[src/rtl/mdu_ctrl.sv]
// EX-stage multiply/divide-unit control: issues products to the external multiplier,
// stalls EX while it runs, and owns the architectural HI/LO registers.
//
// state | meaning
// IDLE  | accepting instructions; MTHI/MTLO/MFHI/MFLO complete here in one cycle
// BUSY  | product in flight, EX stalled, timeout counter running
// DONE  | product written back; EX released for one cycle
module mdu_ctrl #(
  parameter int          TIMEOUT = 16,
  parameter logic [31:0] HI_RST  = 32'h0000_0000,
  parameter logic [31:0] LO_RST  = 32'h0000_0000
) (
  input  logic        cpu_clk,
  input  logic        cpu_rstn,
  input  logic        ex_valid,
  input  logic [2:0]  ex_op,
  input  logic [31:0] ex_rs,
  input  logic [31:0] ex_rt,
  input  logic        flush,
  output logic        ex_stall,
  output logic [31:0] mdu_rdata,
  output logic        mdu_rvalid,
  output logic [31:0] hi_o,
  output logic [31:0] lo_o,
  output logic        mdu_err,
  output logic        mul_start,
  output logic [31:0] mul_reg1,
  output logic [31:0] mul_reg2,
  output logic        mul_signed,
  input  logic        mul_done,
  input  logic [63:0] mul_result
);

  localparam int CW = $clog2(TIMEOUT + 1);

  localparam logic [2:0] OP_MULT  = 3'd1;
  localparam logic [2:0] OP_MULTU = 3'd2;
  localparam logic [2:0] OP_MUL   = 3'd3;
  localparam logic [2:0] OP_MTHI  = 3'd4;
  localparam logic [2:0] OP_MTLO  = 3'd5;
  localparam logic [2:0] OP_MFHI  = 3'd6;
  localparam logic [2:0] OP_MFLO  = 3'd7;

  typedef enum logic [1:0] {S_IDLE, S_BUSY, S_DONE} state_t;

  state_t          state_q, state_d;
  logic [31:0]     hi_q, hi_d, lo_q, lo_d, res_q, res_d;
  logic            is_mul_q, is_mul_d;
  logic            err_q, err_d;
  logic [CW-1:0]   cnt_q, cnt_d;
  logic            req, mul_op;

  assign req    = ex_valid & ~flush;
  assign mul_op = req & ((ex_op == OP_MULT) | (ex_op == OP_MULTU) | (ex_op == OP_MUL));

  // EX holds the instruction while stalled, so operands and signedness stay stable
  assign mul_reg1   = ex_rs;
  assign mul_reg2   = ex_rt;
  assign mul_signed = (ex_op == OP_MULT) | (ex_op == OP_MUL);

  assign hi_o    = hi_q;
  assign lo_o    = lo_q;
  assign mdu_err = err_q;

  always_ff @(posedge cpu_clk or negedge cpu_rstn) begin
    if (!cpu_rstn) begin
      state_q  <= S_IDLE;
      hi_q     <= HI_RST;
      lo_q     <= LO_RST;
      res_q    <= 32'h0;
      is_mul_q <= 1'b0;
      err_q    <= 1'b0;
      cnt_q    <= '0;
    end else begin
      state_q  <= state_d;
      hi_q     <= hi_d;
      lo_q     <= lo_d;
      res_q    <= res_d;
      is_mul_q <= is_mul_d;
      err_q    <= err_d;
      cnt_q    <= cnt_d;
    end
  end

  always_comb begin
    state_d    = state_q;
    hi_d       = hi_q;
    lo_d       = lo_q;
    res_d      = res_q;
    is_mul_d   = is_mul_q;
    err_d      = err_q;
    cnt_d      = cnt_q;
    ex_stall   = 1'b0;
    mul_start  = 1'b0;
    mdu_rvalid = 1'b0;
    mdu_rdata  = 32'h0;
    case (state_q)
      S_IDLE: begin
        if (mul_op) begin
          mul_start = 1'b1;
          ex_stall  = 1'b1;
          is_mul_d  = (ex_op == OP_MUL);
          cnt_d     = '0;
          state_d   = S_BUSY;
        end else if (req) begin
          case (ex_op)
            OP_MTHI: hi_d = ex_rs;
            OP_MTLO: lo_d = ex_rs;
            OP_MFHI: begin
              mdu_rvalid = 1'b1;
              mdu_rdata  = hi_q;
            end
            OP_MFLO: begin
              mdu_rvalid = 1'b1;
              mdu_rdata  = lo_q;
            end
            default: ;
          endcase
        end
      end
      S_BUSY: begin
        ex_stall = 1'b1;
        cnt_d    = cnt_q + CW'(1);
        if (flush) begin
          state_d = S_IDLE;
        end else if (mul_done) begin
          if (is_mul_q) res_d = mul_result[31:0];
          else          {hi_d, lo_d} = mul_result;
          state_d = S_DONE;
        end else if (cnt_q == CW'(TIMEOUT - 1)) begin
          err_d   = 1'b1;
          state_d = S_IDLE;
        end
      end
      S_DONE: begin
        // the finished instruction leaves EX on this edge, so never re-issue it
        state_d = S_IDLE;
        if (is_mul_q) begin
          mdu_rvalid = 1'b1;
          mdu_rdata  = res_q;
        end
      end
      default: state_d = S_IDLE;
    endcase
  end

endmodule

[config.mk]
export PLATFORM = sky130hd
export DESIGN_NAME = mdu_ctrl
export DESIGN_NICKNAME = d
export VERILOG_FILES = /design/src/rtl/mdu_ctrl.sv
export SDC_FILE = /design/constraint.sdc
export NUM_CORES = 1
export LEC_CHECK = 0
export BUFFER_PORTS_ARGS = -buffer_cell sky130_fd_sc_hd__buf_2
export CAP_MARGIN = 20
export CORE_UTILIZATION = 53
export CTS_CLUSTER_SIZE = 28
export DETAILED_ROUTE_END_ITERATION = 8
export PLACE_DENSITY_LB_ADDON = 0.1
export SLEW_MARGIN = 30
export SYNTH_ARGS = -nofsm -noshare
export SYNTH_HDL_FRONTEND = slang
export SYNTH_SLANG_ARGS = --single-unit
[constraint.sdc]
create_clock -name cpu_clk -period 2.59 [get_ports cpu_clk]
set_input_delay 0.518 -clock cpu_clk [delete_from_list [all_inputs] [get_ports cpu_clk]]
set_output_delay 0.518 -clock cpu_clk [all_outputs]
set_load 0.005 [all_outputs]
==> flow_summary.html, run 1 <==
<table>
<tr><th>Metric</th><th>Value</th></tr>
<tr><th colspan="2">CTS</th></tr>
<tr><td>Clock tree root driver cell</td><td>sky130_fd_sc_hd__clkbuf_16</td></tr>
<tr><td>Clock net sink count</td><td>105</td></tr>
<tr><td>TritonCTS Buffers</td><td>9</td></tr>
<tr><td>Deepest level of the CTS H-tree</td><td>3</td></tr>
<tr><td>Worst-skew pair later-pin latency</td><td>0.35 ns</td></tr>
<tr><td>Max clock buf depth</td><td>2</td></tr>
<tr><td>Post-CTS clock slew at the launch and capture registers of the worst setup and hold paths</td><td>0.07 ns</td></tr>
<tr><td>Post-CTS Setup Repair Bufs</td><td>0</td></tr>
<tr><td>Clock tree from TritonCTS</td><td>yes</td></tr>
<tr><th colspan="2">Power</th></tr>
<tr><td>Relative contribution of combinational cells to total power</td><td>22.8%</td></tr>
<tr><td>Share of total power in sequential cells</td><td>45.5%</td></tr>
<tr><td>Switching part of the total power</td><td>28.1%</td></tr>
<tr><td>Portion of total power attributed to the clock network</td><td>31.7%</td></tr>
<tr><td>VDD IR-drop max</td><td>0.364 mV</td></tr>
<tr><td>Switching power</td><td>1.24 mW</td></tr>
<tr><td>Internal power</td><td>3.18 mW</td></tr>
<tr><td>Power density normalized to cell area</td><td>517 nW/µm²</td></tr>
<tr><td>Leakage component of the power</td><td>4.11 nW</td></tr>
<tr><th colspan="2">STA</th></tr>
<tr><td>Worst Skew</td><td>0.00774 ns</td></tr>
<tr><td>Fmax</td><td>406 MHz</td></tr>
<tr><td>Hold Fails Final Rpt</td><td>0</td></tr>
<tr><td>Setup Total Neg Slack</td><td>0 ns</td></tr>
<tr><td>Minimum period implied by the final worst setup slack</td><td>2.46 ns</td></tr>
<tr><td>Unrepaired setup endpoints after global routing</td><td>false</td></tr>
<tr><td>Max Slew Vio Count</td><td>0</td></tr>
<tr><td>Worst-margin pin slew</td><td>0.706 ns</td></tr>
<tr><td>Worst-case setup margin in the final layout</td><td>0.129 ns</td></tr>
<tr><td>Relative slew slack</td><td>52.9%</td></tr>
<tr><td>Period Utilization, post-route</td><td>95.0%</td></tr>
<tr><td>Total of endpoints with negative setup slack in the final report</td><td>0</td></tr>
<tr><th colspan="2">Routing</th></tr>
<tr><td>Number of DRC markers after the initial detailed-route iteration</td><td>675</td></tr>
<tr><td>Detailed-router iteration count before antenna repair</td><td>6</td></tr>
<tr><td>Per-cell via count in the routed design</td><td>6.29</td></tr>
<tr><td>Average detailed-routed wire length per instance</td><td>21.7 µm</td></tr>
<tr><td>DRC violation count after routing</td><td>0</td></tr>
<tr><td>Via total after detailed routing</td><td>6651</td></tr>
<tr><td>Wire length after detailed routing</td><td>23.0 mm</td></tr>
<tr><td>Routed Antenna Nets</td><td>0</td></tr>
<tr><th colspan="2">Worst setup path</th></tr>
<tr><td>Maximum fanout encountered on the critical timing path</td><td>31</td></tr>
<tr><td>Slowest cell on the critical path</td><td>sky130_fd_sc_hd__dfrtp_2</td></tr>
<tr><td>Delay of the slowest cell on the worst path</td><td>0.44 ns</td></tr>
<tr><td>Cell-by-cell trace of the critical path</td><td>buf_4 &gt; or2_2 &gt; nor3_1 &gt; buf_2</td></tr>
<tr><td>Largest delay share family, worst path</td><td>simple AND/OR/NAND/NOR gates</td></tr>
<tr><td>Critical path startpoint category</td><td>flip-flop</td></tr>
<tr><td>Endpoint class of the critical path</td><td>output pin</td></tr>
<tr><td>Crit path DAT</td><td>1.94 ns</td></tr>
<tr><td>Crit path buf inv count</td><td>2</td></tr>
<tr><td>Start-to-end type of the worst setup path</td><td>flip-flop to output pin</td></tr>
<tr><td>Data required time at the worst endpoint</td><td>2.07 ns</td></tr>
<tr><th colspan="2">Global route</th></tr>
<tr><td>Wire length of the first global-routing pass</td><td>35.6 mm</td></tr>
<tr><td>Vias in the first global route</td><td>6328</td></tr>
<tr><td>Pin count of the biggest net entering global routing</td><td>106</td></tr>
<tr><td>Initial antenna violation count</td><td>1</td></tr>
<tr><td>Remaining global-route overflow</td><td>0</td></tr>
<tr><td>Overall routing resource usage</td><td>31.7%</td></tr>
<tr><th colspan="2">Outcome</th></tr>
<tr><td>Outcome</td><td>complete, no violations</td></tr>
<tr><th colspan="2">Die</th></tr>
<tr><td>Top-level I/O count</td><td>301</td></tr>
<tr><td>Placement Rows</td><td>42</td></tr>
<tr><td>Core Box Area</td><td>13500 µm²</td></tr>
<tr><td>Floorplan die area</td><td>14400 µm²</td></tr>
<tr><td>Die Span X</td><td>120 µm</td></tr>
<tr><td>Die Span Y</td><td>120 µm</td></tr>
<tr><td>Initial cell density of the core</td><td>55.0%</td></tr>
<tr><th colspan="2">Synth</th></tr>
<tr><td>Synthesized Nets</td><td>874</td></tr>
<tr><td>Portion of the post-synthesis area used by sequential elements</td><td>35.5%</td></tr>
<tr><td>Multiplexer share of the synthesized area</td><td>20.6%</td></tr>
<tr><td>Post-Syn Area</td><td>7400 µm²</td></tr>
<tr><td>Post-synthesis share of cell area spent on and, or, nand and nor gates</td><td>13.0%</td></tr>
<tr><td>Warning count from the yosys run</td><td>0</td></tr>
<tr><td>Post-Syn Instances</td><td>736</td></tr>
<tr><td>Adder-cell share of the synthesized area</td><td>0.338%</td></tr>
<tr><td>Synthesized-area fraction occupied by xor and xnor cells</td><td>0%</td></tr>
<tr><td>Largest family of logic cells by synthesized area</td><td>multiplexers</td></tr>
<tr><td>Post-Synthesis Mean Instance Area</td><td>10.1 µm²</td></tr>
<tr><td>Seq cells post-synth</td><td>105</td></tr>
<tr><td>Area fraction in compound gates after synthesis</td><td>18.7%</td></tr>
<tr><td>Yosys cell types</td><td>36</td></tr>
<tr><th colspan="2">Cells and area</th></tr>
<tr><td>Post-layout nets</td><td>1014</td></tr>
<tr><td>Fillcell total</td><td>1154</td></tr>
<tr><td>Share of final-layout standard cells stronger than drive strength 1</td><td>42.8%</td></tr>
<tr><td>Signed area change from the synthesized netlist to the final layout</td><td>15.6%</td></tr>
<tr><th colspan="2">Place</th></tr>
<tr><td>Place WS</td><td>0.314 ns</td></tr>
<tr><td>Final weighted congestion of routability-driven global placement</td><td>0.858</td></tr>
<tr><td>Post-detailed-placement half-perimeter wirelength</td><td>15.2 mm</td></tr>
<tr><td>Number of buffer cells added on primary ports</td><td>236</td></tr>
<tr><th colspan="2">Worst hold path</th></tr>
<tr><td>Class of the most critical hold timing path</td><td>input port to asynchronous set/reset pin</td></tr>
<tr><th colspan="2">Run</th></tr>
<tr><td>Max-cap violations</td><td>0</td></tr>
</table>
## per-layer routing
metal | vias to the layer above | routed length (µm) | GRT usage (%)
met4 | 0 | 381 | 8.59
met5 | - | 0 | 0
met2 | 310 | 11400 | 52.2
met3 | 58 | 1480 | 5.37
met1 | 3302 | 9700 | 42.9
li1 | 2981 | - | -
## cells by family (layout without fill, tap and decap cells)
| kind of cell | after synthesis | after routing |
|---|---|---|
| buf+inv | 138 | 283 |
| simple gates | 125 | 125 |
| other cells | 0 | 1 |
| flops | 105 | 105 |
| fa+ha+maj | 2 | 2 |
| mux | 130 | 130 |
| compound gates | 236 | 236 |
## layout by cell type (no fill, tap or decap), types with 3 or more instances in the layout
| master | Yosys | layout |
|---|---|---|
| sky130_fd_sc_hd__a21oi_1 | 66 | 66 |
| sky130_fd_sc_hd__a22o_1 | 4 | 4 |
| sky130_fd_sc_hd__a22oi_1 | 64 | 64 |
| sky130_fd_sc_hd__and4b_1 | 65 | 65 |
| sky130_fd_sc_hd__buf_12 | 0 | 6 |
| sky130_fd_sc_hd__buf_2 | 25 | 235 |
| sky130_fd_sc_hd__buf_4 | 67 | 20 |
| sky130_fd_sc_hd__clkbuf_16 | 0 | 9 |
| sky130_fd_sc_hd__dfrtp_1 | 105 | 103 |
| sky130_fd_sc_hd__inv_1 | 4 | 4 |
| sky130_fd_sc_hd__mux2_1 | 9 | 9 |
| sky130_fd_sc_hd__mux2_2 | 62 | 62 |
| sky130_fd_sc_hd__mux2_4 | 27 | 27 |
| sky130_fd_sc_hd__mux2i_1 | 32 | 32 |
| sky130_fd_sc_hd__nand2_1 | 35 | 35 |
| sky130_fd_sc_hd__nand3_1 | 3 | 3 |
| sky130_fd_sc_hd__nor2_1 | 4 | 4 |
| sky130_fd_sc_hd__nor3_1 | 4 | 4 |
| sky130_fd_sc_hd__nor3b_4 | 0 | 3 |
| sky130_fd_sc_hd__o21ai_0 | 65 | 65 |
| sky130_fd_sc_hd__o21ai_1 | 32 | 32 |
## synth_stat cells
cell / instances / area, µm²
sky130_fd_sc_hd__dfrtp_1: 105 / 2630
sky130_fd_sc_hd__buf_4: 67 / 503
sky130_fd_sc_hd__a21oi_1: 66 / 330
sky130_fd_sc_hd__and4b_1: 65 / 651
sky130_fd_sc_hd__o21ai_0: 65 / 325
sky130_fd_sc_hd__a22oi_1: 64 / 480
sky130_fd_sc_hd__mux2_2: 62 / 698
sky130_fd_sc_hd__nand2_1: 35 / 131
sky130_fd_sc_hd__mux2i_1: 32 / 320
sky130_fd_sc_hd__o21ai_1: 32 / 160
sky130_fd_sc_hd__clkbuf_1: 28 / 105
sky130_fd_sc_hd__mux2_4: 27 / 405
sky130_fd_sc_hd__buf_2: 25 / 125
sky130_fd_sc_hd__buf_6: 10 / 113
sky130_fd_sc_hd__mux2_1: 9 / 101
sky130_fd_sc_hd__a22o_1: 4 / 35.0
sky130_fd_sc_hd__inv_1: 4 / 15.0
sky130_fd_sc_hd__nor2_1: 4 / 15.0
sky130_fd_sc_hd__nor3_1: 4 / 20.0
sky130_fd_sc_hd__clkbuf_2: 3 / 15.0
sky130_fd_sc_hd__nand3_1: 3 / 15.0
sky130_fd_sc_hd__nor2b_1: 3 / 18.8
sky130_fd_sc_hd__nor3b_2: 3 / 37.5
sky130_fd_sc_hd__ha_1: 2 / 25.0
sky130_fd_sc_hd__nand2b_1: 2 / 12.5
sky130_fd_sc_hd__o21bai_1: 2 / 15.0
sky130_fd_sc_hd__a21o_1: 1 / 7.51
sky130_fd_sc_hd__a22oi_4: 1 / 21.3
sky130_fd_sc_hd__a31o_2: 1 / 8.76
sky130_fd_sc_hd__and3_1: 1 / 6.26
sky130_fd_sc_hd__and3b_1: 1 / 8.76
sky130_fd_sc_hd__buf_1: 1 / 3.75
sky130_fd_sc_hd__nand2_2: 1 / 6.26
sky130_fd_sc_hd__nor4b_4: 1 / 23.8
sky130_fd_sc_hd__or2_1: 1 / 6.26
sky130_fd_sc_hd__or3_1: 1 / 6.26
## sequential cells by signal, indices dropped and copies added (netlist names)
name and count:
hi_o 32, lo_o 32, res_q 32, cnt_q 5, state_q 2, is_mul_q 1, mdu_err 1
## power groups by stage
stage / Clock (mW) / Sequential [mW] / Combinational [mW]
finish: 1.40 / 2.01 / 1.01
detailed placement: 0 / 2.03 / 1.00
global placement: 0 / 2.02 / 0.967
CTS: 1.44 / 2.00 / 1.01
global route: 1.51 / 2.03 / 1.09
floorplan: 0 / 1.98 / 0.700
## worst paths after layout
path | to | slack, ns | startpoint | depth (start not counted)
min in group cpu_clk | res_q[10]$_DFFE_PN0P_ | 0.42 | mul_result[10] | 2
setup / recovery | mul_start | 0.13 | state_q[1]$_DFFE_PN0P_ | 4
hold / removal | res_q[14]$_DFFE_PN0P_ | 0.22 | cpu_rstn | 2
max in group asynchronous | state_q[0]$_DFFE_PN0P_ | 1.87 | cpu_rstn | 2
setup reg to reg | hi_o[6]$_DFFE_PN0P_ | 0.24 | state_q[0]$_DFFE_PN0P_ | 7
hold reg to reg | mdu_err$_DFFE_PN0P_ | 0.48 | mdu_err$_DFFE_PN0P_ | 1
## worst register-to-register path: cells and delay by family, from the launching register on
| family | cells | cell delay, ns |
|---|---|---|
| buffers and inverters | 3 | 1.00 |
| DFF | 1 | 0.43 |
| and+or+nand+nor | 1 | 0.33 |
| AOI/OAI and AO/OA | 3 | 0.43 |
## metrics by stage
step / cell area (µm²) / utilization (%) / std cells / power, mW / hold slack [ns]
after floorplan: 7400 / - / 736 / 2.68 / 0.222
after global placement: 8250 / 61.3 / 1041 / 2.99 / 0.459
after detailed placement: 8250 / 61.3 / 1041 / 3.04 / 0.454
after CTS: 8550 / 63.6 / 1057 / 4.45 / 0.265
after global routing: 8560 / 63.6 / 1058 / 4.63 / 0.259
final: 8560 / 63.6 / 1058 / 4.42 / 0.217
## repair_timing
item,in CTS,in global routing
endpoints found under the setup margin,5,9
pin swaps,0,0
hold endpoints to repair,0,0
hold buffers,0,0
gates resized for setup,1,1
## final cells by class
type	count	area, µm²	share of cell area (%)
Tap cell	176	220	2.57
Multi-Input combinational cell	493	3920	45.8
Inverter	4	15.0	0.175
Antenna cell	1	2.50	0.0292
Timing Repair Buffer	263	1470	17.2
Clock buffer	13	260	3.04
Sequential cell	105	2630	30.7
Clock inverter	3	40.0	0.468
Power figures use the tool's default switching activity.
==> run 2, diff against run 1 <==
==> constraint.sdc (replaced) <==
create_clock -name cpu_clk -period 2.59 [get_ports cpu_clk]
set_input_delay 0.259 -clock cpu_clk [delete_from_list [all_inputs] [get_ports cpu_clk]]
set_output_delay 0.259 -clock cpu_clk [all_outputs]
set_load 0.005 [all_outputs]
==> run 2 against run 1 <==
  * Global-route usage increased by 0.42 points
  * Flip-flop and latch count unchanged
  * Die area unchanged
  * Total power decreased by 2.5%
  * Critical endpoint unchanged
  * Final area decreased by 0.22%
  * Clock skew decreased by 0.0024 ns
  * Non-clock buffer count increased by 6
  * Clock power decreased by 8%
  * Largest cell class unchanged
  * Fmax increased by 3.7%
  * Critical path depth unchanged
  * Critical path type unchanged
  * Count of clock-buffer cells in the layout increased by 1
  * Worst hold slack got worse by 0.062 ns
==> flow_summary.html, run 2 (same netlist as run 1, synthesis figures left out) <==
<table>
<tr><th>Metric</th><th>Value</th></tr>
<tr><th colspan="2">Outcome</th></tr>
<tr><td>Outcome</td><td>complete, no violations (unchanged)</td></tr>
<tr><th colspan="2">Worst setup path</th></tr>
<tr><td>Crit path DAT</td><td>2.11 ns (was 1.94 ns)</td></tr>
<tr><td>Crit path buf inv count</td><td>2 (unchanged)</td></tr>
<tr><td>Endpoint class of the critical path</td><td>output pin (unchanged)</td></tr>
<tr><td>Cell-by-cell trace of the critical path</td><td>buf_4 &gt; or2_2 &gt; nor3_1 &gt; buf_2 (unchanged)</td></tr>
<tr><td>Slowest cell on the critical path</td><td>sky130_fd_sc_hd__or2_2 (was sky130_fd_sc_hd__dfrtp_2)</td></tr>
<tr><td>Data required time at the worst endpoint</td><td>2.33 ns (was 2.07 ns)</td></tr>
<tr><td>Maximum fanout encountered on the critical timing path</td><td>23 (was 31)</td></tr>
<tr><td>Largest delay share family, worst path</td><td>simple AND/OR/NAND/NOR gates (unchanged)</td></tr>
<tr><td>Delay of the slowest cell on the worst path</td><td>0.50 ns (was 0.44 ns)</td></tr>
<tr><td>Start-to-end type of the worst setup path</td><td>flip-flop to output pin (unchanged)</td></tr>
<tr><td>Critical path startpoint category</td><td>flip-flop (unchanged)</td></tr>
<tr><th colspan="2">Power</th></tr>
<tr><td>Leakage component of the power</td><td>4.12 nW (was 4.11 nW)</td></tr>
<tr><td>VDD IR-drop max</td><td>0.360 mV (was 0.364 mV)</td></tr>
<tr><td>PnR Total Power</td><td>4.31 mW (was 4.42 mW)</td></tr>
<tr><td>Power density normalized to cell area</td><td>505 nW/µm² (was 517 nW/µm²)</td></tr>
<tr><th colspan="2">Global route</th></tr>
<tr><td>Vias in the first global route</td><td>6477 (was 6328)</td></tr>
<tr><td>Initial antenna violation count</td><td>3 (was 1)</td></tr>
<tr><td>Overall routing resource usage</td><td>32.1% (was 31.7%)</td></tr>
<tr><td>Pin count of the biggest net entering global routing</td><td>38 (was 106)</td></tr>
<tr><td>Wire length of the first global-routing pass</td><td>36.0 mm (was 35.6 mm)</td></tr>
<tr><td>Remaining global-route overflow</td><td>0 (unchanged)</td></tr>
<tr><th colspan="2">Run</th></tr>
<tr><td>Max-cap violations</td><td>0 (unchanged)</td></tr>
<tr><th colspan="2">STA</th></tr>
<tr><td>Worst Skew</td><td>0.00531 ns (was 0.00774 ns)</td></tr>
<tr><td>Relative slew slack</td><td>57.9% (was 52.9%)</td></tr>
<tr><td>Max Slew Vio Count</td><td>0 (unchanged)</td></tr>
<tr><td>Hold Fails Final Rpt</td><td>0 (unchanged)</td></tr>
<tr><td>Fmax</td><td>421 MHz (was 406 MHz)</td></tr>
<tr><td>Minimum period implied by the final worst setup slack</td><td>2.37 ns (was 2.46 ns)</td></tr>
<tr><td>Worst-margin pin slew</td><td>0.631 ns (was 0.706 ns)</td></tr>
<tr><td>Period Utilization, post-route</td><td>91.6% (was 95.0%)</td></tr>
<tr><td>Unrepaired setup endpoints after global routing</td><td>false (unchanged)</td></tr>
<tr><td>Setup Total Neg Slack</td><td>0 ns (unchanged)</td></tr>
<tr><td>Total of endpoints with negative setup slack in the final report</td><td>0 (unchanged)</td></tr>
<tr><th colspan="2">Routing</th></tr>
<tr><td>Via total after detailed routing</td><td>6693 (was 6651)</td></tr>
<tr><td>Per-cell via count in the routed design</td><td>6.30 (was 6.29)</td></tr>
<tr><td>Number of DRC markers after the initial detailed-route iteration</td><td>521 (was 675)</td></tr>
<tr><td>Average detailed-routed wire length per instance</td><td>21.9 µm (was 21.7 µm)</td></tr>
<tr><td>Detailed-router iteration count before antenna repair</td><td>5 (was 6)</td></tr>
<tr><td>Wire length after detailed routing</td><td>23.3 mm (was 23.0 mm)</td></tr>
<tr><td>Routed Antenna Nets</td><td>0 (unchanged)</td></tr>
<tr><td>DRC violation count after routing</td><td>0 (unchanged)</td></tr>
<tr><th colspan="2">CTS</th></tr>
<tr><td>Post-CTS Setup Repair Bufs</td><td>0 (unchanged)</td></tr>
<tr><td>Worst-skew pair later-pin latency</td><td>0.35 ns (about the same)</td></tr>
<tr><td>Clock tree root driver cell</td><td>sky130_fd_sc_hd__clkbuf_16 (unchanged)</td></tr>
<tr><td>Clock net sink count</td><td>105 (unchanged)</td></tr>
<tr><td>Clock tree from TritonCTS</td><td>yes (unchanged)</td></tr>
<tr><td>Deepest level of the CTS H-tree</td><td>3 (unchanged)</td></tr>
<tr><td>TritonCTS Buffers</td><td>9 (unchanged)</td></tr>
<tr><td>Max clock buf depth</td><td>2 (unchanged)</td></tr>
<tr><td>Post-CTS clock slew at the launch and capture registers of the worst setup and hold paths</td><td>0.07 ns (about the same)</td></tr>
<tr><th colspan="2">Die</th></tr>
<tr><td>Die Span X</td><td>120 µm (unchanged)</td></tr>
<tr><td>Placement Rows</td><td>42 (unchanged)</td></tr>
<tr><td>Initial cell density of the core</td><td>55.0% (unchanged)</td></tr>
<tr><td>Die Span Y</td><td>120 µm (unchanged)</td></tr>
<tr><td>Floorplan die area</td><td>14400 µm² (unchanged)</td></tr>
<tr><td>Top-level I/O count</td><td>301 (unchanged)</td></tr>
<tr><td>Core Box Area</td><td>13500 µm² (unchanged)</td></tr>
<tr><th colspan="2">Cells and area</th></tr>
<tr><td>Most frequent standard cell in the layout excluding fill and tap cells</td><td>sky130_fd_sc_hd__buf_2 (unchanged)</td></tr>
<tr><td>Post-layout nets</td><td>1020 (was 1014)</td></tr>
<tr><td>Share of final-layout standard cells stronger than drive strength 1</td><td>42.8% (about the same)</td></tr>
<tr><td>Signed area change from the synthesized netlist to the final layout</td><td>15.4% (was 15.6%)</td></tr>
<tr><td>Most frequent cells in the layout</td><td>235 x sky130_fd_sc_hd__buf_2, 103 x sky130_fd_sc_hd__dfrtp_1, 66 x sky130_fd_sc_hd__a21oi_1, 65 x sky130_fd_sc_hd__o21ai_0, 65 x sky130_fd_sc_hd__and4b_1 (unchanged)</td></tr>
<tr><th colspan="2">Place</th></tr>
<tr><td>Post-detailed-placement half-perimeter wirelength</td><td>16.0 mm (was 15.2 mm)</td></tr>
<tr><td>Final weighted congestion of routability-driven global placement</td><td>0.866 (was 0.858)</td></tr>
<tr><td>Number of buffer cells added on primary ports</td><td>236 (unchanged)</td></tr>
<tr><th colspan="2">Worst hold path</th></tr>
<tr><td>Class of the most critical hold timing path</td><td>input port to flip-flop (was input port to asynchronous set/reset pin)</td></tr>
</table>
## run 2: what timing repair did
item,in CTS,in global routing
resized for setup,0,0
hold buffers,1,0
endpoints found under the hold margin,33,0
## run 2: path summary, 6_finish.rpt
| kind | startpoint | end | slack [ns] | cells after the start |
|---|---|---|---|---|
| worst min register to register | mdu_err$_DFFE_PN0P_ | mdu_err$_DFFE_PN0P_ | 0.47 | 1 |
| worst min-delay path | mul_result[10] | res_q[10]$_DFFE_PN0P_ | 0.16 | 2 |
| max in group asynchronous | cpu_rstn | hi_o[3]$_DFFE_PN0P_ | 1.42 | 3 |
| min in group asynchronous | cpu_rstn | hi_o[12]$_DFFE_PN0P_ | 0.42 | 2 |
| worst max register to register | state_q[0]$_DFFE_PN0P_ | lo_o[10]$_DFFE_PN0P_ | 0.37 | 6 |
| worst max-delay path | state_q[1]$_DFFE_PN0P_ | mul_start | 0.22 | 4 |
## run 2: layout make-up
class | instances | area, µm²
clock buffer | 14 | 264
tap | 176 | 220
timing repair buffer | 269 | 1480
multi-input combinational | 493 | 3920
antenna | 2 | 5.00
fill | 1130 | 4920
sequential | 105 | 2630
inverter | 4 | 15.0
## run 2: report_power, final
| group | leakage (nW) | switching, mW | internal [mW] |
|---|---|---|---|
| registers | 1.12 | 0.169 | 1.84 |
| clock network | 0.129 | 0.598 | 0.697 |
| logic | 2.87 | 0.470 | 0.537 |
| total | 4.12 | 1.24 | 3.07 |
## run 2: per-layer routing
metal / vias to the layer above / share of wire, % / global-route usage (%)
met5: - / 0.056 / 0
met1: 3347 / 42 / 43.6
met4: 2 / 1.9 / 10.3
met3: 58 / 6.8 / 5.75
li1: 2982 / - / -
met2: 304 / 49 / 51.7
## run 2: metrics by stage
| stage | utilization [%] | hold WS, ns | cells | worst slack (ns) | instance area, µm² |
|---|---|---|---|---|---|
| 3_3_place_gp | 61.4 | 0.257 | 1046 | 0.487 | 8260 |
| 2_1_floorplan | - | -0.0366 | 736 | 0.926 | 7400 |
| 5_1_grt | 63.5 | 0.156 | 1063 | 0.157 | 8540 |
| 6_report | 63.5 | 0.155 | 1063 | 0.217 | 8540 |
| 3_5_place_dp | 61.4 | 0.261 | 1046 | 0.416 | 8260 |
| 4_1_cts | 63.4 | 0.144 | 1061 | 0.234 | 8530 |
==> run 3, diff against run 2 <==
Clock period 2.59 ns to 2.8 ns, I/O delays scaled along.
==> run 3 against run 2 <==
  * Clock power rose by 16%
  * Largest power group unchanged
  * Utilization rose by 0.31 points
  * Final area rose by 0.48%
  * First-iteration DRC count rose by 23%
==> flow_summary.html, run 3 (same netlist as run 1, synthesis figures left out) <==
<table>
<tr><th>Metric</th><th>Value</th></tr>
<tr><th colspan="2">Worst setup path</th></tr>
<tr><td>Delay of the slowest cell on the worst path</td><td>0.41 ns (was 0.50 ns)</td></tr>
<tr><td>Crit path DAT</td><td>1.97 ns (was 2.11 ns)</td></tr>
<tr><td>Cell-by-cell trace of the critical path</td><td>buf_4 &gt; nor3b_4 &gt; buf_4 &gt; nand2_1 &gt; o21ai_1 &gt; buf_2 (was buf_4 &gt; or2_2 &gt; nor3_1 &gt; buf_2)</td></tr>
<tr><td>Slowest cell on the critical path</td><td>sky130_fd_sc_hd__dfrtp_2 (was sky130_fd_sc_hd__or2_2)</td></tr>
<tr><td>Most frequent cell on the critical path</td><td>sky130_fd_sc_hd__buf_4</td></tr>
<tr><td>Critical path startpoint category</td><td>flip-flop (unchanged)</td></tr>
<tr><td>Start-to-end type of the worst setup path</td><td>flip-flop to output pin (unchanged)</td></tr>
<tr><td>Maximum fanout encountered on the critical timing path</td><td>28 (was 23)</td></tr>
<tr><td>Data required time at the worst endpoint</td><td>2.52 ns (was 2.33 ns)</td></tr>
<tr><td>Endpoint class of the critical path</td><td>output pin (unchanged)</td></tr>
<tr><th colspan="2">Cells and area</th></tr>
<tr><td>Signed area change from the synthesized netlist to the final layout</td><td>15.9% (was 15.4%)</td></tr>
<tr><td>Most frequent cells in the layout</td><td>235 x sky130_fd_sc_hd__buf_2, 103 x sky130_fd_sc_hd__dfrtp_1, 66 x sky130_fd_sc_hd__a21oi_1, 65 x sky130_fd_sc_hd__o21ai_0, 65 x sky130_fd_sc_hd__and4b_1 (unchanged)</td></tr>
<tr><td>Share of final-layout standard cells stronger than drive strength 1</td><td>42.8% (about the same)</td></tr>
<tr><td>Most frequent standard cell in the layout excluding fill and tap cells</td><td>sky130_fd_sc_hd__buf_2 (unchanged)</td></tr>
<tr><td>Non-Filler Cell Area, Final</td><td>8580 µm² (was 8540 µm²)</td></tr>
<tr><td>Fillcell total</td><td>1145 (was 1130)</td></tr>
<tr><td>Post-layout nets</td><td>1013 (was 1020)</td></tr>
<tr><th colspan="2">Die</th></tr>
<tr><td>Floorplan die area</td><td>14400 µm² (unchanged)</td></tr>
<tr><td>Core Box Area</td><td>13500 µm² (unchanged)</td></tr>
<tr><td>Initial cell density of the core</td><td>55.0% (unchanged)</td></tr>
<tr><td>Top-level I/O count</td><td>301 (unchanged)</td></tr>
<tr><td>Die Span Y</td><td>120 µm (unchanged)</td></tr>
<tr><td>Die Span X</td><td>120 µm (unchanged)</td></tr>
<tr><td>Placement Rows</td><td>42 (unchanged)</td></tr>
<tr><th colspan="2">Routing</th></tr>
<tr><td>Wire length after detailed routing</td><td>22.9 mm (was 23.3 mm)</td></tr>
<tr><td>Met1 wire length</td><td>9.63 mm (was 9.83 mm)</td></tr>
<tr><td>Detailed-router iteration count before antenna repair</td><td>6 (was 5)</td></tr>
<tr><td>DRC violation count after routing</td><td>0 (unchanged)</td></tr>
<tr><td>Average detailed-routed wire length per instance</td><td>21.6 µm (was 21.9 µm)</td></tr>
<tr><td>Per-cell via count in the routed design</td><td>6.37 (was 6.30)</td></tr>
<tr><td>Met2 layer wire length in the routed design</td><td>10.8 mm (was 11.4 mm)</td></tr>
<tr><td>Met3 WL</td><td>1.72 mm (was 1.59 mm)</td></tr>
<tr><td>Via total after detailed routing</td><td>6749 (was 6693)</td></tr>
<tr><td>Routed Antenna Nets</td><td>0 (unchanged)</td></tr>
<tr><td>Top Metal Used</td><td>met5 (unchanged)</td></tr>
<tr><td>Number of DRC markers after the initial detailed-route iteration</td><td>643 (was 521)</td></tr>
<tr><th colspan="2">Global route</th></tr>
<tr><td>Overall routing resource usage</td><td>31.7% (was 32.1%)</td></tr>
<tr><td>Initial antenna violation count</td><td>4 (was 3)</td></tr>
<tr><td>Remaining global-route overflow</td><td>0 (unchanged)</td></tr>
<tr><td>Pin count of the biggest net entering global routing</td><td>70 (was 38)</td></tr>
<tr><td>Vias in the first global route</td><td>6685 (was 6477)</td></tr>
<tr><td>Wire length of the first global-routing pass</td><td>35.9 mm (was 36.0 mm)</td></tr>
<tr><th colspan="2">CTS</th></tr>
<tr><td>Post-CTS clock slew at the launch and capture registers of the worst setup and hold paths</td><td>0.07 ns (about the same)</td></tr>
<tr><td>Worst-skew pair later-pin latency</td><td>0.35 ns (about the same)</td></tr>
<tr><td>Number of instances resized during post-cts repair</td><td>0 (unchanged)</td></tr>
<tr><td>Deepest level of the CTS H-tree</td><td>3 (unchanged)</td></tr>
<tr><td>Clock tree from TritonCTS</td><td>yes (unchanged)</td></tr>
<tr><td>Max clock buf depth</td><td>2 (unchanged)</td></tr>
<tr><td># hold bufs at CTS</td><td>0 (was 1)</td></tr>
<tr><td>Clock tree root driver cell</td><td>sky130_fd_sc_hd__clkbuf_16 (unchanged)</td></tr>
<tr><td>Post-CTS Setup Repair Bufs</td><td>0 (unchanged)</td></tr>
<tr><td>TritonCTS Buffers</td><td>9 (unchanged)</td></tr>
<tr><td>Clock net sink count</td><td>105 (unchanged)</td></tr>
<tr><th colspan="2">Power</th></tr>
<tr><td>Leakage component of the power</td><td>4.12 nW (about the same)</td></tr>
<tr><td>PnR Total Power</td><td>4.27 mW (was 4.31 mW)</td></tr>
<tr><td>Power density normalized to cell area</td><td>498 nW/µm² (was 505 nW/µm²)</td></tr>
<tr><td>VDD IR-drop max</td><td>0.345 mV (was 0.360 mV)</td></tr>
<tr><th colspan="2">STA</th></tr>
<tr><td>Worst Skew</td><td>0.00471 ns (was 0.00531 ns)</td></tr>
<tr><td>Period Utilization, post-route</td><td>80.3%</td></tr>
<tr><td>Relative slew slack</td><td>47.4% (was 57.9%)</td></tr>
<tr><td>Unrepaired setup endpoints after global routing</td><td>false (unchanged)</td></tr>
<tr><td>Hold Fails Final Rpt</td><td>0 (unchanged)</td></tr>
<tr><td>Minimum period implied by the final worst setup slack</td><td>2.25 ns</td></tr>
<tr><td>Max Slew Vio Count</td><td>0 (unchanged)</td></tr>
<tr><td>Total of endpoints with negative setup slack in the final report</td><td>0 (unchanged)</td></tr>
<tr><td>Fmax</td><td>445 MHz</td></tr>
<tr><td>Setup Total Neg Slack</td><td>0 ns (unchanged)</td></tr>
<tr><td>Worst-margin pin slew</td><td>0.788 ns (was 0.631 ns)</td></tr>
<tr><th colspan="2">Place</th></tr>
<tr><td>Final weighted congestion of routability-driven global placement</td><td>0.861 (was 0.866)</td></tr>
<tr><td>Number of buffer cells added on primary ports</td><td>236 (unchanged)</td></tr>
<tr><td>Instance area at placement</td><td>8230 µm² (was 8260 µm²)</td></tr>
<tr><td>Post-detailed-placement half-perimeter wirelength</td><td>15.2 mm (was 16.0 mm)</td></tr>
<tr><th colspan="2">Run</th></tr>
<tr><td>Max-cap violations</td><td>0 (unchanged)</td></tr>
<tr><th colspan="2">Outcome</th></tr>
<tr><td>Outcome</td><td>complete, no violations (unchanged)</td></tr>
<tr><th colspan="2">Worst hold path</th></tr>
<tr><td>Class of the most critical hold timing path</td><td>input port to asynchronous set/reset pin (was input port to flip-flop)</td></tr>
</table>
## run 3: changes by cell type in the layout (fill, tap and decap cells not counted)
cell                            delta
sky130_fd_sc_hd__buf_4             -7
sky130_fd_sc_hd__bufinv_16         +3
sky130_fd_sc_hd__clkbuf_1          -2
sky130_fd_sc_hd__buf_12            +1
sky130_fd_sc_hd__clkbuf_8          -1
sky130_fd_sc_hd__clkinv_2          +1
sky130_fd_sc_hd__clkinvlp_4        +1
sky130_fd_sc_hd__diode_2           +1
sky130_fd_sc_hd__dlygate4sd3_1     -1
## run 3: power breakdown
group | switching (mW) | total (mW) | internal [mW] | leakage, nW
Combinational | 0.436 | 0.928 | 0.492 | 2.83
Sequential | 0.155 | 1.86 | 1.70 | 1.12
Clock | 0.589 | 1.49 | 0.898 | 0.166
## run 3: layout make-up
type	count	area, µm²	area share, %
Tap cell	176	220	2.57
Inverter	4	15.0	0.175
Timing Repair Buffer	262	1440	16.8
Sequential cell	105	2630	30.7
Multi-Input combinational cell	493	3920	45.7
Clock inverter	5	103	1.20
Antenna cell	3	7.51	0.0875
Clock buffer	11	243	2.83
## run 3: metrics by stage
step,utilization [%],setup slack (ns),std cells,hold WS [ns]
3_3_place_gp,61.1,0.826,1040,0.417
2_1_floorplan,-,1.12,736,-0.0156
6_report,63.8,0.551,1059,0.0148
4_1_cts,63.7,0.554,1056,0.0344
3_5_place_dp,61.1,0.760,1040,0.416
5_1_grt,63.8,0.439,1059,0.0810
## run 3: metal layers
metal  track usage (%)  vias to the layer above
met5                 0                        -
met4              13.9                        2
met3              5.13                       86
met2              49.6                      362
met1              43.2                     3326
li1                  -                     2973
## run 3: worst max-delay path: cells and delay by family (launching register included)
kind	cells	cell delay, ns
AO/OA/AOI/OAI	1	0.12
flip-flops	1	0.41
AND/OR/NAND/NOR	2	0.36
buffers and inverters	3	0.73
## run 3: path summary, 6_finish.rpt
path                                   startpoint                     end  slack, ns  cells past startpoint
hold reg to reg               mdu_err$_DFFE_PN0P_     mdu_err$_DFFE_PN0P_       0.49                      1
min in group cpu_clk                mul_result[2]    res_q[2]$_DFFE_PN0P_       0.19                      2
hold / removal                           cpu_rstn   res_q[31]$_DFFE_PN0P_       0.01                      1
setup reg to reg           state_q[1]$_DFFE_PN0P_    lo_o[10]$_DFFE_PN0P_       0.68                      7
setup / recovery           state_q[1]$_DFFE_PN0P_           mdu_rdata[20]       0.55                      6
max in group asynchronous                cpu_rstn  state_q[1]$_DFFE_PN0P_       2.04                      2
